[src/rtl/switch_port_rx.sv]
// Receive side of a switch input port: parses DA/SA/LEN/payload frames into a
// store-and-forward byte FIFO and streams committed frames out with sop/eop.
module switch_port_rx #(
  parameter  int DEPTH = 32,
  localparam int AW    = $clog2(DEPTH)
) (
  input  logic       clk,
  input  logic       rst_n,
  input  logic [7:0] data,
  input  logic       status,
  output logic [7:0] out_data,
  output logic       out_valid,
  input  logic       out_ready,
  output logic       out_sop,
  output logic       out_eop,
  output logic       busy,
  output logic [7:0] drop_cnt
);

  typedef enum logic [2:0] {
    S_IDLE, S_SA, S_LEN, S_PAY, S_DONE, S_DISC
  } state_t;

  localparam logic [AW:0] DEPTH_P = (AW+1)'(DEPTH);
  localparam logic [AW:0] MIN_HDR = (AW+1)'(3);
  localparam logic [AW:0] MIN_FRM = (AW+1)'(4);
  localparam logic [AW:0] ONE_P   = (AW+1)'(1);

  state_t      state_q, state_d;
  logic [AW:0] wr_spec_q, wr_spec_d;
  logic [AW:0] wr_cmt_q, wr_cmt_d;
  logic [AW:0] rd_q, rd_d;
  logic [7:0]  rem_q, rem_d;
  logic [7:0]  drop_q, drop_d;
  logic        sop_q, sop_d;
  logic [8:0]  mem [DEPTH];

  logic [AW:0] free;
  logic        len_ok, we, drop, rewind, pop;
  logic [8:0]  wdata, head;

  assign free   = DEPTH_P - (wr_spec_q - rd_q);
  // LEN byte plus LEN payload bytes must fit: data + 1 <= free.
  assign len_ok = (data != 8'd0) && ({1'b0, data} < 9'(free));
  assign head   = mem[rd_q[AW-1:0]];

  always_ff @(posedge clk or negedge rst_n) begin
    if (!rst_n) begin
      state_q   <= S_IDLE;
      wr_spec_q <= '0;
      wr_cmt_q  <= '0;
      rd_q      <= '0;
      rem_q     <= '0;
      drop_q    <= '0;
      sop_q     <= 1'b1;
    end else begin
      state_q   <= state_d;
      wr_spec_q <= wr_spec_d;
      wr_cmt_q  <= wr_cmt_d;
      rd_q      <= rd_d;
      rem_q     <= rem_d;
      drop_q    <= drop_d;
      sop_q     <= sop_d;
    end
  end

  always_ff @(posedge clk) begin
    if (we) mem[wr_spec_q[AW-1:0]] <= wdata;
  end

  always_comb begin
    state_d  = state_q;
    wr_cmt_d = wr_cmt_q;
    rem_d    = rem_q;
    we       = 1'b0;
    wdata    = {1'b0, data};
    drop     = 1'b0;
    rewind   = 1'b0;
    case (state_q)
      S_IDLE: if (status) begin
        if (free >= MIN_HDR) begin
          we      = 1'b1;
          state_d = S_SA;
        end else begin
          drop    = 1'b1;
          state_d = S_DISC;
        end
      end
      S_SA: if (status) begin
        we      = 1'b1;
        state_d = S_LEN;
      end else begin
        rewind  = 1'b1;
        drop    = 1'b1;
        state_d = S_IDLE;
      end
      S_LEN: if (status && len_ok) begin
        we      = 1'b1;
        rem_d   = data;
        state_d = S_PAY;
      end else begin
        rewind  = 1'b1;
        drop    = 1'b1;
        state_d = status ? S_DISC : S_IDLE;
      end
      S_PAY: if (status) begin
        we    = 1'b1;
        rem_d = rem_q - 8'd1;
        if (rem_q == 8'd1) begin
          wdata[8] = 1'b1;
          wr_cmt_d = wr_spec_q + ONE_P;
          state_d  = S_DONE;
        end
      end else begin
        rewind  = 1'b1;
        drop    = 1'b1;
        state_d = S_IDLE;
      end
      S_DONE: if (status) begin
        drop    = 1'b1;
        state_d = S_DISC;
      end else begin
        state_d = S_IDLE;
      end
      S_DISC: if (!status) state_d = S_IDLE;
      default: state_d = S_IDLE;
    endcase
    wr_spec_d = wr_spec_q;
    if (we)     wr_spec_d = wr_spec_q + ONE_P;
    if (rewind) wr_spec_d = wr_cmt_q;
    drop_d = (drop && drop_q != 8'hFF) ? drop_q + 8'd1 : drop_q;
    rd_d   = rd_q + (AW+1)'(pop);
    sop_d  = pop ? head[8] : sop_q;
  end

  // Handshake: a byte transfers on any edge where out_valid & out_ready; while
  // out_valid is high and out_ready low the head byte and flags hold still.
  always_comb begin
    out_valid = (rd_q != wr_cmt_q);
    pop       = out_valid & out_ready;
    out_data  = out_valid ? head[7:0] : 8'h00;
    out_eop   = out_valid & head[8];
    out_sop   = out_valid & sop_q;
    busy      = (free < MIN_FRM);
    drop_cnt  = drop_q;
  end

endmodule

[config.mk]
export PLATFORM = sky130hd
export DESIGN_NAME = switch_port_rx
export DESIGN_NICKNAME = d
export VERILOG_FILES = /design/src/rtl/switch_port_rx.sv
export SDC_FILE = /design/constraint.sdc
export NUM_CORES = 1
export LEC_CHECK = 0
export CAP_MARGIN = 20
export CORE_MARGIN = 8
export CORE_UTILIZATION = 55
export CTS_CLUSTER_DIAMETER = 80
export DETAILED_ROUTE_END_ITERATION = 8
export GPL_ROUTABILITY_DRIVEN = 0
export MAX_ROUTING_LAYER = met4
export PLACE_DENSITY = 0.77
export SYNTH_ARGS = -nofsm -noshare
export SYNTH_HDL_FRONTEND = slang
export SYNTH_SLANG_ARGS = --single-unit
export TNS_END_PERCENT = 30
[constraint.sdc]
create_clock -name clk -period 5.3 [get_ports clk]
set_input_delay 0.795 -clock clk [delete_from_list [all_inputs] [get_ports clk]]
set_output_delay 0.795 -clock clk [all_outputs]
set_load 0.05 [all_outputs]
==> impl_metrics.tcl <==
set metrics [dict create \
    synthSimpleGateAreaFrac 0.0528 \
    cts_tree "done" \
    muxShareOfSynthArea 0.124 \
    htreeDepth 2 \
    clock_path_buffers 3 \
    wire_per_inst_um 23.6 \
    worst_setup_path_start_kind "flop" \
    via_per_inst 6.02 \
    async_reset_ff_frac 0.117 \
    grt_usage 0.210 \
    clkTransAtPathRegs_ns 0.06 \
    drcViolationCount 0 \
    fp.coreArea_um2 24900 \
    cp_top_family "buffers and inverters" \
    nets 978 \
    vdd_ir_drop_max_mv 0.330 \
    die_area_um2 30400 \
    synthAdderAreaFrac 0.0223 \
    syn_nets 898 \
    layout-drive-gt1-share 0.185 \
    synth_cells 863 \
    criticalPathCategory "flop to output port" \
    setup_viol 0 \
    ys.flop_type "edfxtp_1" \
    ys_seq_area_frac 0.697 \
    worstReg2RegEnd "mem[12][6]" \
    cp_slowest_cell "clkdlybuf4s50_1" \
    rsz0062_at_grt "false" \
    clock_latency_ns 0.51 \
    status "finished, final reports clean" \
    min_path_type "primary input to asynchronous set/reset pin" \
    dr.pass1.iters 5 \
    p_leak_nw 5.53 \
    die_h_um 174 \
    wirelength_um 30600 \
    port_buffers 31 \
    yosysTopAreaCell "edfxtp_1" \
    cts_sinks 326 \
    num_io_pins 32 \
    grt_pass1_wl_um 47200 \
    antenna_found_initial 0 \
    max_slew.worst_pin.slew_ns 1.08 \
    crit_arrival_ns 3.85 \
    synth_xor_area_frac 0.0184 \
    fin_crit_ns 4.64 \
    r2r_slack_ns 0.84 \
    start_util 0.553 \
    path_cells "inv_1 > ha_1 > inv_1 > fa_1 > nand2b_1 > a21oi_1 > xnor2_1 > and3_1 > clkdlybuf4s50_1" \
    fin_setup_tns_ns 0 \
    whs_ns 0.415 \
    fmax_mhz 215 \
    mostFrequentLayoutCells "288 x edfxtp_1, 58 x nor2_1, 51 x buf_4" \
    post_cts_resized 0 \
    syn_area_um2 13800 \
    ys_types 53 \
    drv_cap 0 \
    synth-compound-area-share 0.0680 \
    final_antenna_net_count 0 \
    synth_edf_count 288 \
    postCtsHoldBufs 0 \
    ys_ff_latch 326 \
    synth_top_family_by_area "multiplexers" \
    synth_top_area_frac 0.628 \
    grt_pass1_vias 7834 \
    numCtsBuffers 34 \
    grt_overflow 0 \
    layout_commonest_cell "edfxtp_1" \
    crit_buf_inv 3 \
    slew_headroom 0.279 \
    r2r_cells 16 \
    dp_hpwl_um 19600 \
    synth_warnings 0 \
    crit_top_cell "inv_1" \
    cts_setup_buffers 0 \
    required_ns 4.51 \
    power_density_nw_per_um2 582 \
    cts_root_buf "clkbuf_16" \
    yosys-top-cells-area "edfxtp_1 63%, mux4_2 6.9%, dfrtp_1 6.7%, mux2i_1 3.6%, ha_1 2.0%" \
    drv_slew 0 \
    grt_max_degree 39 \
    num_antenna_cells 0 \
    timing.final.crit_share 0.876 \
    worst_clock_skew_ns 0.0112 \
    cp-end-kind "output port" \
    finalHoldViolCount 0 \
    crit_path_max_incr_delay_ns 0.82 \
    routed-via-count 7804 \
    drt_iter0_markers 802 \
    die_x_um 174 \
    rows 58 \
    avgSynthCellArea_um2 16.0 \
    path_max_fanout 14 \
    r2r_start "wr_spec_q[3]" \
    syn_to_final_growth_pct 14.7 \
]
per-stage QoR:
step	power, mW	instances	utilization	area [um^2]	setup WS, ns
finish	9.21	1297	0.635	15800	0.656
global route	9.69	1297	0.635	15800	0.368
CTS	9.27	1297	0.635	15800	0.577
detailed placement	6.97	1237	0.592	14700	0.850
global placement	6.89	1237	0.592	14700	0.972
floorplan	5.85	863	-	13800	0.255
state kept, by name, indices dropped and copies added (netlist names):
register,cells
drop_cnt,8
mem,288
rd_q,6
rem_q,8
sop_q,1
state_q,3
wr_cmt_q,6
wr_spec_q,6
power breakdown:
part	total, mW	switching, mW	internal (mW)
clock	2.30	0.947	1.36
sequential	3.23	0.194	3.04
combinational	3.67	2.25	1.43
layer usage:
layer  track usage  vias to the layer above  routed length, um
met1         0.269                     3916              12600
met3        0.0371                       58               2130
met5             -                        -                  0
met2         0.339                      307              15100
li1              -                     3523                  -
met4        0.0620                        0                786
cell type report:
cell class / instances / area, um^2
well taps: 330 / 413
flip-flops and latches: 326 / 9610
clock buffers: 40 / 895
multi-input cells: 475 / 3940
fillers: 1737 / 9080
clock inverters: 20 / 180
inverters: 24 / 90.1
repair buffers: 82 / 688
synth_stat cells (2+ instances only):
cell and number:
nand2_1 45, nand2b_1 4, dfrtp_1 37, and2_1 3, a221oi_1 9, o211ai_1 2, a211oi_1 9, nand4_1 3
ha_1 22, nor3_2 2, or3_1 2, xnor2_1 21, mux2_2 23, nor2_1 58, a22oi_1 12, o21a_1 2
nand3_1 17, mux2i_1 50, inv_1 23, nor3_1 15, o221ai_1 8, mux4_2 42, nor4_1 4, nor2b_1 3
buf_2 11, xor2_1 8, o21ai_0 46, a21o_1 2, a21oi_1 36, and3_1 2, o22ai_1 8, edfxtp_1 288
buf_1 4, clkbuf_1 23
logic make-up (layout without fill, tap and decap cells):
logic type,Yosys count,count (layout)
AOI/OAI and AO/OA,146,146
and+or+nand+nor,161,161
DFF,326,326
buffers and inverters,62,166
xor gates and xnor gates,29,29
muxes,115,115
adders and majority gates,24,24
worst max-delay path by stage:
stage | startpoint | to | slack [ns] | depth (start not counted)
after floorplan | rd_q[0] | mem[12][0] | 0.26 | 19
after global placement | wr_spec_q[2] | mem[24][0] | 0.97 | 14
after detailed placement | wr_spec_q[3] | mem[13][3] | 0.85 | 16
after CTS | wr_spec_q[2] | busy | 0.58 | 9
after global routing | wr_spec_q[2] | busy | 0.37 | 9
final | wr_spec_q[2] | busy | 0.66 | 9
No activity file was read; power rests on OpenSTA's default activity.
